### src/rtl/alu_seq_ctrl.sv
// rtl/alu_seq_ctrl.sv - initiator-side ALU sequencer with valid/ready request/response and shift-add MUL
module alu_seq_ctrl #(
    parameter int ALU_LAT = 0,
    parameter bit MUL_EN  = 1'b1
) (
    input  logic        clk,
    input  logic        rst_n,
    input  logic        cmd_valid,
    output logic        cmd_ready,
    input  logic [3:0]  cmd_op,
    input  logic [31:0] cmd_a,
    input  logic [31:0] cmd_b,
    output logic [31:0] alu_A,
    output logic [31:0] alu_B,
    output logic [2:0]  alu_op,
    input  logic [31:0] alu_res,
    input  logic        alu_zero,
    output logic        rsp_valid,
    input  logic        rsp_ready,
    output logic [31:0] rsp_res,
    output logic        rsp_zero,
    output logic        rsp_err,
    output logic        busy
);

    typedef enum logic [1:0] {
        S_IDLE = 2'd0,
        S_EXEC = 2'd1,
        S_MUL  = 2'd2,
        S_RESP = 2'd3
    } state_t;

    localparam logic [1:0] LAT = 2'(ALU_LAT);

    state_t      r_state;
    state_t      w_next;
    // r_a doubles as the MUL multiplicand and r_b as the multiplier
    logic [31:0] r_a;
    logic [31:0] r_b;
    logic [2:0]  r_op;
    logic [31:0] r_acc;
    logic [1:0]  r_cnt;
    logic [31:0] r_res;
    logic        r_zero;
    logic        r_err;

    logic        w_is_mul;
    logic        w_legal;
    logic        w_step_end;
    logic        w_accept;

    assign w_is_mul   = MUL_EN && (cmd_op == 4'b1000);
    assign w_legal    = !cmd_op[3] || w_is_mul;
    assign w_step_end = (r_cnt == LAT);
    assign w_accept   = (r_state == S_IDLE) && cmd_valid;

    assign rsp_res  = r_res;
    assign rsp_zero = r_zero;
    assign rsp_err  = r_err;

    always_comb begin
        w_next    = r_state;
        cmd_ready = 1'b0;
        rsp_valid = 1'b0;
        busy      = (r_state != S_IDLE);
        alu_A     = 32'd0;
        alu_B     = 32'd0;
        alu_op    = 3'd0;
        case (r_state)
            S_IDLE: begin
                cmd_ready = 1'b1;
                if (cmd_valid) begin
                    if (!w_legal) begin
                        w_next = S_RESP;
                    end else if (w_is_mul) begin
                        w_next = S_MUL;
                    end else begin
                        w_next = S_EXEC;
                    end
                end
            end
            S_EXEC: begin
                alu_A  = r_a;
                alu_B  = r_b;
                alu_op = r_op;
                if (w_step_end) begin
                    w_next = S_RESP;
                end
            end
            S_MUL: begin
                if (r_b == 32'd0) begin
                    w_next = S_RESP;
                end else begin
                    alu_A  = r_acc;
                    alu_B  = r_a;
                    alu_op = 3'b010;
                end
            end
            S_RESP: begin
                rsp_valid = 1'b1;
                if (rsp_ready) begin
                    w_next = S_IDLE;
                end
            end
            default: w_next = S_IDLE;
        endcase
    end

    always_ff @(posedge clk or negedge rst_n) begin
        if (!rst_n) begin
            r_state <= S_IDLE;
            r_a     <= 32'd0;
            r_b     <= 32'd0;
            r_op    <= 3'd0;
            r_acc   <= 32'd0;
            r_cnt   <= 2'd0;
            r_res   <= 32'd0;
            r_zero  <= 1'b0;
            r_err   <= 1'b0;
        end else begin
            r_state <= w_next;
            if (w_accept) begin
                r_a   <= cmd_a;
                r_b   <= cmd_b;
                r_op  <= cmd_op[2:0];
                r_acc <= 32'd0;
                r_cnt <= 2'd0;
                if (!w_legal) begin
                    r_res  <= 32'd0;
                    r_zero <= 1'b1;
                    r_err  <= 1'b1;
                end
            end
            if (r_state == S_EXEC) begin
                if (w_step_end) begin
                    r_res  <= alu_res;
                    r_zero <= alu_zero;
                    r_err  <= 1'b0;
                    r_cnt  <= 2'd0;
                end else begin
                    r_cnt <= r_cnt + 2'd1;
                end
            end
            if (r_state == S_MUL) begin
                if (r_b == 32'd0) begin
                    r_res  <= r_acc;
                    r_zero <= (r_acc == 32'd0);
                    r_err  <= 1'b0;
                end else if (w_step_end) begin
                    // Partial product only joins the sum when the current multiplier bit is set
                    if (r_b[0]) begin
                        r_acc <= alu_res;
                    end
                    r_a   <= r_a << 1;
                    r_b   <= r_b >> 1;
                    r_cnt <= 2'd0;
                end else begin
                    r_cnt <= r_cnt + 2'd1;
                end
            end
        end
    end

endmodule
### config.mk
export PLATFORM = sky130hd
export DESIGN_NAME = alu_seq_ctrl
export DESIGN_NICKNAME = d
export VERILOG_FILES = /design/src/rtl/alu_seq_ctrl.sv
export SDC_FILE = /design/constraint.sdc
export NUM_CORES = 1
export LEC_CHECK = 0
export BUFFER_PORTS_ARGS = -buffer_cell sky130_fd_sc_hd__buf_2
export CORE_UTILIZATION = 50
export DETAILED_ROUTE_END_ITERATION = 8
export PLACE_DENSITY = 0.78
export SLEW_MARGIN = 20
export SYNTH_ARGS = -nofsm -noshare
export SYNTH_HDL_FRONTEND = slang
export SYNTH_SLANG_ARGS = --single-unit
### constraint.sdc
create_clock -name clk -period 3.6 [get_ports clk]
set_input_delay 1.08 -clock clk [delete_from_list [all_inputs] [get_ports clk]]
set_output_delay 1.08 -clock clk [all_outputs]
set_load 0.02 [all_outputs]
==> results.toml, run 1 <==
[sta]
finalHoldViolCount = 0
tns_ns = 0
whs_ns = 0.505
relSlewSlack_pct = 34.3
tightestPinTransition_ns = 0.986
final_max_slew_viol_count = 0
period_minus_slack_ns = 3.57
clock.fmax_mhz = 280
finalSetupViolCount = 0
rsz0062_at_grt = "false"
fin_skew_ns = 0.00732
min_period_over_period_pct = 99.2

[floorplanning]
fp.dieW_microns = 119
core_sq_mm = 0.0133
pin_count = 209
initial_core_util_pct = 51.7
dieHeight_microns = 119
rows = 42
die_area_sq_mm = 0.0143

[run]
maxCapViolations = 0

[final_layout]
final_nets = 1010
antenna_cells = 0
postLayoutCoreUtil_pct = 64.6
fin_area_sq_mm = 0.00863
syn_to_final_growth_pct = 25.1
layout-drive-gt1-share_pct = 29.1

[yosys]
syn_avg_cell_area_sq_um = 9.66
yosys.area.top_type_share_pct = 49.7
ys_ff_latch = 137
synth-edff-count = 0
ys_types = 30
synth_common_cells = "dfrtp_1 (137), nand2_1 (100), mux2i_1 (67)"
synth_cells = 714
syn-num-nets = 825
ys_async_sr_fraction_pct = 100
yosys_warnings = 0
netlist_area_sq_mm = 0.00690
yosys-top-cells-area = "dfrtp_1 (50%), mux2i_1 (9.7%), a22o_1 (8.1%), nand2_1 (5.4%), a21oi_1 (4.6%)"
synth.yosys.seq_area_share_pct = 49.7
yosysMostFrequentCell = "dfrtp_1"
ys.flop_type = "dfrtp_1"
yosys.area.top_type = "dfrtp_1"

[clocking]
numCtsBuffers = 17
clock_latency_ns = 0.42
cts_tree = "yes"
path_clk_slew_ns = 0.06
htreeDepth = 4
cts_root_buffer = "clkbuf_16"
cts_sinks = 137
cts_setup_buffers = 0
cts_hold_buf = 0
cts.path.max_buffers = 2

[power]
power_density_mw_per_mm2 = 1030
irDropWorstVdd_mv = 0.561
leakage_nw = 3.94

[hold_path]
hold_path_depth = 1
hp-class = "flop to flop"
worstHoldStart = "r_op[2]$_DFFE_PN0P_"

[place]
dp_hpwl_mm = 14.4
place.gp.congestion = 0.844
place_area_sq_mm = 0.00808
io_buffers = 208

[routing]
wl_per_cell_microns = 18.8
vias_per_cell = 5.72
drc = 0
drtIter0Drc = 486
dr.pass1.iters = 5
totalWireLength_mm = 20.4
ant_nets = 0
num_vias = 6217

[setup_path]
critPathLaunch = "r_b[5]$_DFF_PN0_"
endpoint_kind = "output pin"
reg2reg_from = "r_state[1]$_DFFE_PN0P_"
ff2ff_path_depth = 8
worstPathRequired_ns = 2.52
arrival_ns = 2.49
crit_path_start_kind = "flop"
crit_type = "flop to output pin"
crit_path_max_fanout = 38

[global_route]
grt_pass1_vias = 5688
grt_use_total_pct = 29.1
grt_max_degree = 93
grt_pass1_wl_mm = 31.5
grt-ovfl-total = 0
antenna_found_initial = 0

[outcome]
status = "finished clean"
[where the power goes]
part	leakage [nW]	switching, mW	internal (mW)	total, mW
Combinational	2.06	2.62	1.73	4.35
Clock	0.257	0.610	0.941	1.55
Sequential	1.62	0.792	2.23	3.03
[placed cells by master, fill, tap and decap left out, drive strengths merged, types with 2 or more instances in the layout]
cell    synthesis  routed
nor2           65      65
o41ai           2       2
mux2i          67      67
and3            3       3
a22oi          32      32
inv             6       6
clkbuf         37      27
nor3            2       2
ha              6       6
a21oi          64      64
and2            4       4
nand4           4       4
clkinv          0       3
a22o           64      64
nor4           16      16
o21ai          69      69
dfrtp         137     137
mux2            3       3
nand2         100     100
buf            23     226
nand2b          3       3
[final timing paths]
check,end,slack (ns)
setup / recovery,alu_A[17],0.03
hold / removal,r_op[2]$_DFFE_PN0P_,0.50
setup reg to reg,rsp_res[5]$_DFF_PN0_,1.15
hold reg to reg,r_op[2]$_DFFE_PN0P_,0.50
max in group asynchronous,rsp_res[24]$_DFF_PN0_,2.21
min in group asynchronous,r_b[26]$_DFF_PN0_,0.70
[through the flow]
step           worst slack (ns)  instances  total power [mW]
2_1_floorplan             0.712        714              5.85
4_1_cts                 0.00651       1086              8.91
6_report                 0.0305       1086              8.92
5_1_grt                 0.00146       1086              9.44
3_5_place_dp              0.415       1056              7.34
3_3_place_gp              0.426       1056              7.24
[area by class of cell]
class | instances | area [sq um]
Clock buffer | 27 | 503
Clock inverter | 3 | 15.0
Tap cell | 176 | 220
Timing Repair Buffer | 226 | 1240
Sequential cell | 137 | 3430
Multi-Input combinational cell | 511 | 3190
Fill cell | 1137 | 4720
Inverter | 6 | 22.5
[timing repair]
item,CTS,global route
pin swaps,0,0
gates resized for setup,2,3
endpoints found under the setup margin,64,64
[worst max-delay path, stage by stage (launching register included)]
cell and delay (ns):
dfrtp_1 0.43, nor4_2 0.40, nand4_1 0.21, o21a_1 0.22, and2_2 0.23, buf_12 0.19, a22o_1 0.22, buf_2 0.17
[state kept, by name (all words and copies together) (netlist names)]
signal    count
rsp_err       1
r_a          32
r_op          3
r_b          32
r_acc        32
r_state       2
rsp_res      32
r_cnt         2
rsp_zero      1
[routing by layer]
layer | up-vias | GRT usage [%] | part of all wire [%]
li1 | 2952 | - | -
met1 | 2974 | 41.6 | 45
met2 | 262 | 43.2 | 46
met3 | 29 | 7.04 | 7.3
met4 | 0 | 9.69 | 1.8
met5 | - | 0 | 0
[cell families (layout without fill, tap and decap cells)]
| group | after synthesis | after routing | share of synthesized area (%) |
|---|---|---|---|
| AOI/OAI and AO/OA | 236 | 236 | 22.2 |
| and+or+nand+nor | 199 | 199 | 12.1 |
| DFF | 137 | 137 | 49.7 |
| muxes | 70 | 70 | 10.2 |
| buffers and inverters | 66 | 262 | 4.75 |
| adders and majority gates | 6 | 6 | 1.09 |
Power figures use the tool's default switching activity.
==> run 2: changes to the inputs <==
--- a/config.mk
+++ b/config.mk
@@ -8,7 +8,7 @@
 export BUFFER_PORTS_ARGS = -buffer_cell sky130_fd_sc_hd__buf_2
 export CORE_UTILIZATION = 50
 export DETAILED_ROUTE_END_ITERATION = 8
-export PLACE_DENSITY = 0.78
+export PLACE_DENSITY = 0.82
 export SLEW_MARGIN = 20
 export SYNTH_ARGS = -nofsm -noshare
 export SYNTH_HDL_FRONTEND = slang
==> results.toml, run 2 (synthesis results as in run 1) <==
[clocking]
numCtsBuffers = 17
cts.path.max_buffers = 2
cts_sinks = 137
cts_root_buffer = "clkbuf_16"
htreeDepth = 4
path_clk_slew_ns = 0.06
cts_hold_buf = 0
clock_latency_ns = 0.41
cts_tree = "yes"

[power]
seqPwrFrac_pct = 33.0
irDropWorstVdd_mv = 0.470
p_sw_share_pct = 44.4
combPwrFrac_pct = 47.7
switchingPower_mw = 4.11
p_int_mw = 5.15
clkPwrFrac_pct = 19.3
leakage_nw = 4.00
power_density_mw_per_mm2 = 1050

[floorplanning]
pin_count = 209
initial_core_util_pct = 51.7
core_sq_mm = 0.0133
die_area_sq_mm = 0.0143
rows = 42
fp.dieW_microns = 119
dieHeight_microns = 119

[place]
place.gp.congestion = 0.874
place_area_sq_mm = 0.00806
dp_hpwl_mm = 14.2
placedCellCount = 1052
io_buffers = 208

[run]
maxCapViolations = 0

[hold_path]
hold_path_depth = 1
hp-class = "flop to flop"

[final_layout]
syn_to_final_growth_pct = 27.6
layoutNonFillerInstCount = 1091
final_cell_mix = "buf_2 (207), dfrtp_1 (135), nand2_1 (100)"
postLayoutCoreUtil_pct = 66.0
fin_area_sq_mm = 0.00880
final_nets = 1012
layout-drive-gt1-share_pct = 30.4
final_common_cell = "buf_2"
fill_cells = 1084

[sta]
min_period_over_period_pct = 97.9
relSlewSlack_pct = 34.8
period_minus_slack_ns = 3.52
final_max_slew_viol_count = 0
clock.fmax_mhz = 284
whs_ns = 0.498
fin_skew_ns = 0.00574
tightestPinTransition_ns = 0.978
tns_ns = 0
finalSetupViolCount = 0
finalHoldViolCount = 0

[routing]
vias_per_cell = 5.85
ant_nets = 0
drtIter0Drc = 470
drc = 0
dr.pass1.iters = 5
wl_per_cell_microns = 18.9
totalWireLength_mm = 20.6
num_vias = 6386

[global_route]
grt-ovfl-total = 0
grt_pass1_vias = 5915
grt_pass1_wl_mm = 31.4
grt_use_total_pct = 28.8
grt_max_degree = 68
antenna_found_initial = 1

[setup_path]
r2r_setup_slack_ns = 1.23
endpoint_kind = "output pin"
arrival_ns = 2.44
ff2ff_path_depth = 7
crit_type = "flop to output pin"
worstPathRequired_ns = 2.52
crit_path_max_fanout = 20
crit_path_start_kind = "flop"

[outcome]
status = "finished clean"
[run 2: cell count changes in the layout (fill, tap and decap cells not counted), sizes merged]
| cell | before | now |
|---|---|---|
| clkinv | 3 | 4 |
| clkbuf | 27 | 21 |
| clkinvlp | 0 | 5 |
| diode | 0 | 1 |
| bufinv | 0 | 3 |
| buf | 226 | 227 |
[run 2: what timing repair did]
item                                   in CTS  in global routing
gates resized for setup                     6                  6
endpoints found under the hold margin       0                  0
setup endpoints to repair                  64                 64
pin swaps                                   1                  3
gates cloned                                0                  1
setup buffers                               1                  4
[run 2: layout make-up]
| class | count | area (sq um) | share of cell area [%] |
|---|---|---|---|
| Sequential cell | 137 | 3430 | 39.0 |
| Multi-Input combinational cell | 511 | 3220 | 36.6 |
| Inverter | 6 | 22.5 | 0.256 |
| Clock buffer | 20 | 467 | 5.30 |
| Timing Repair Buffer | 228 | 1290 | 14.7 |
| Clock inverter | 12 | 148 | 1.68 |
| Antenna cell | 1 | 2.50 | 0.0284 |
| Tap cell | 176 | 220 | 2.50 |
[run 2: layer usage]
layer  global-route usage (%)  wire length [microns]
met5                        0                      0
met4                     13.5                    699
met3                     5.65                   1580
met2                     43.2                   9380
met1                     40.2                   8940
[run 2: worst paths after layout]
check,start,endpoint
setup / recovery,r_b[4]$_DFF_PN0_,alu_B[13]
hold / removal,r_op[0]$_DFFE_PN0P_,r_op[0]$_DFFE_PN0P_
setup reg to reg,r_b[4]$_DFF_PN0_,rsp_res[14]$_DFF_PN0_
hold reg to reg,r_op[0]$_DFFE_PN0P_,r_op[0]$_DFFE_PN0P_
max in group asynchronous,rst_n,r_a[4]$_DFF_PN0_
min in group asynchronous,rst_n,rsp_res[24]$_DFF_PN0_
[run 2: worst max-delay path: stages (launching register included)]
cell     delay (ns)
dfrtp_1        0.44
nor4_2         0.32
nand4_1        0.22
o21a_2         0.28
and2_4         0.18
buf_4          0.21
a22o_1         0.21
buf_2          0.16
[run 2: through the flow]
stage / power (mW) / setup WS [ns]
5_1_grt: 9.78 / -0.00345
3_3_place_gp: 7.19 / 0.227
6_report: 9.26 / 0.0767
2_1_floorplan: 5.85 / 0.712
4_1_cts: 9.16 / 0.00584
3_5_place_dp: 7.31 / 0.266
[run 2: power groups by stage]
| stage | clock network, mW | logic [mW] | registers, mW |
|---|---|---|---|
| after floorplan | 0 | 2.93 | 2.92 |
| after global placement | 0 | 4.20 | 2.99 |
| after detailed placement | 0 | 4.31 | 3.00 |
| after CTS | 1.81 | 4.35 | 3.00 |
| after global routing | 1.87 | 4.78 | 3.13 |
| final | 1.78 | 4.42 | 3.06 |
==> run 3: changes to the inputs <==
--- a/config.mk
+++ b/config.mk
@@ -6,9 +6,9 @@
 export NUM_CORES = 1
 export LEC_CHECK = 0
 export BUFFER_PORTS_ARGS = -buffer_cell sky130_fd_sc_hd__buf_2
-export CORE_UTILIZATION = 50
+export CORE_UTILIZATION = 40
 export DETAILED_ROUTE_END_ITERATION = 8
-export PLACE_DENSITY = 0.82
+export PLACE_DENSITY = 0.69
 export SLEW_MARGIN = 20
 export SYNTH_ARGS = -nofsm -noshare
 export SYNTH_HDL_FRONTEND = slang
==> results.toml, run 3 (synthesis results as in run 1) <==
[hold_path]
hp-class = "flop to flop"
hold_path_depth = 1
worstHoldStart = "r_op[1]$_DFFE_PN0P_"
hold_end = "r_op[1]$_DFFE_PN0P_"

[power]
switchingPower_mw = 4.17
combPwrFrac_pct = 47.4
seqPwrFrac_pct = 33.7
p_int_mw = 5.01
p_sw_share_pct = 45.4
clkPwrFrac_pct = 18.9
irDropWorstVdd_mv = 0.416
leakage_nw = 3.98
power_density_mw_per_mm2 = 1040

[floorplanning]
fp.dieW_microns = 133
pin_count = 209
die_area_sq_mm = 0.0178
core_sq_mm = 0.0167
rows = 47
dieHeight_microns = 133
initial_core_util_pct = 41.3

[routing]
vias_per_cell = 5.58
ant_nets = 0
dr.pass1.iters = 5
num_vias = 6335
wl_per_cell_microns = 19.1
drc = 0
totalWireLength_mm = 21.7
drtIter0Drc = 538

[sta]
min_period_over_period_pct = 97.3
whs_ns = 0.513
period_minus_slack_ns = 3.50
clock.fmax_mhz = 286
tns_ns = 0
fin_skew_ns = 0.0134
finalSetupViolCount = 0
relSlewSlack_pct = 32.4
final_max_slew_viol_count = 0
rsz0062_at_grt = "false"
finalHoldViolCount = 0
tightestPinTransition_ns = 1.01

[global_route]
grt_pass1_wl_mm = 33.7
grt_use_total_pct = 24.9
antenna_found_initial = 0
grt_pass1_vias = 5895
grt_max_degree = 97
grt-ovfl-total = 0

[place]
placedCellCount = 1100
io_buffers = 208
dp_hpwl_mm = 15.5
place.gp.congestion = 0.878

[setup_path]
r2r_end = "rsp_res[20]$_DFF_PN0_"
reg2reg_from = "r_b[9]$_DFF_PN0_"
endpoint_kind = "output pin"
crit_path_max_fanout = 25
crit_path_start_kind = "flop"
crit_type = "flop to output pin"
ff2ff_path_depth = 9
worstPathRequired_ns = 2.52
arrival_ns = 2.42
r2r_setup_slack_ns = 1.08

[final_layout]
syn_to_final_growth_pct = 27.8
final_common_cell = "buf_2"
layoutNonFillerInstCount = 1136
final_nets = 1014
final_cell_mix = "buf_2 (207), dfrtp_1 (134), nand2_1 (100)"
antenna_cells = 0
layout-drive-gt1-share_pct = 30.8

[run]
maxCapViolations = 0

[clocking]
cts_sinks = 137
cts_root_buffer = "clkbuf_16"
cts_tree = "yes"
cts_hold_buf = 0
numCtsBuffers = 17
clock_latency_ns = 0.43
path_clk_slew_ns = 0.06
htreeDepth = 4
cts.path.max_buffers = 2

[outcome]
status = "finished clean"
==> run 3: cell count changes in the layout (fill, tap and decap cells not counted), sizes merged <==
cell / previous run / this run
diode: 1 / 0
clkbuf: 21 / 18
bufinv: 3 / 2
clkinv: 4 / 5
inv: 6 / 8
buf: 227 / 230
==> run 3: metal layers <==
| layer | vias up | track usage, % | share of wire (%) |
|---|---|---|---|
| li1 | 2957 | - | - |
| met1 | 3082 | 35.7 | 45 |
| met2 | 263 | 37.5 | 46 |
| met3 | 33 | 5.02 | 6.3 |
| met4 | 0 | 8.59 | 2.4 |
| met5 | - | 0 | 0 |
==> run 3: critical path: stages, from the launching register on <==
cell,delay (ns)
dfrtp_1,0.43
nor4_2,0.33
nand4_1,0.20
o21a_2,0.26
and2_2,0.22
buf_8,0.18
a22o_1,0.22
buf_2,0.17
==> run 3: area by class of cell <==
class	instances	area, sq um
fill	1560	7890
sequential	137	3430
multi-input combinational	511	3230
inverter	6	22.5
clock inverter	14	148
tap	220	275
clock buffer	18	439
timing repair buffer	230	1270
==> run 3: what timing repair did <==
action | 4_1_cts | 5_1_grt
setup endpoints to repair | 64 | 55
setup buffers | 2 | 2
gates resized for setup | 10 | 8
pin swaps | 3 | 5
==> run 3: how the worst max path moves through the flow <==
stage / cells after the start / end / startpoint / slack, ns
global placement: 7 / alu_B[10] / r_b[17]$_DFF_PN0_ / 0.26
global route: 8 / alu_op[1] / r_b[18]$_DFF_PN0_ / 0.002
finish: 7 / alu_B[30] / r_b[9]$_DFF_PN0_ / 0.1
detailed placement: 7 / alu_A[16] / r_b[6]$_DFF_PN0_ / 0.23
floorplan: 7 / alu_A[10] / r_state[1]$_DFFE_PN0P_ / 0.71
CTS: 7 / alu_A[16] / r_b[12]$_DFF_PN0_ / 0.007
==> run 3: stage by stage <==
stage | worst slack (ns) | power [mW] | util [%] | cell area, sq um
after global placement | 0.263 | 7.28 | 48.6 | 8110
after detailed placement | 0.228 | 7.35 | 48.6 | 8110
after floorplan | 0.712 | 5.85 | - | 6900
after CTS | 0.00739 | 9.17 | 52.5 | 8770
final | 0.0979 | 9.17 | 52.8 | 8820
after global routing | 0.00249 | 9.73 | 52.8 | 8820
==> run 3: power by group through the flow <==
stage          registers (mW)  clock network (mW)  logic, mW
6_report                 3.09                1.74       4.35
5_1_grt                  3.18                1.83       4.72
4_1_cts                  3.07                1.77       4.34
3_5_place_dp             3.05                   0       4.30
3_3_place_gp             3.06                   0       4.23
2_1_floorplan            2.92                   0       2.93
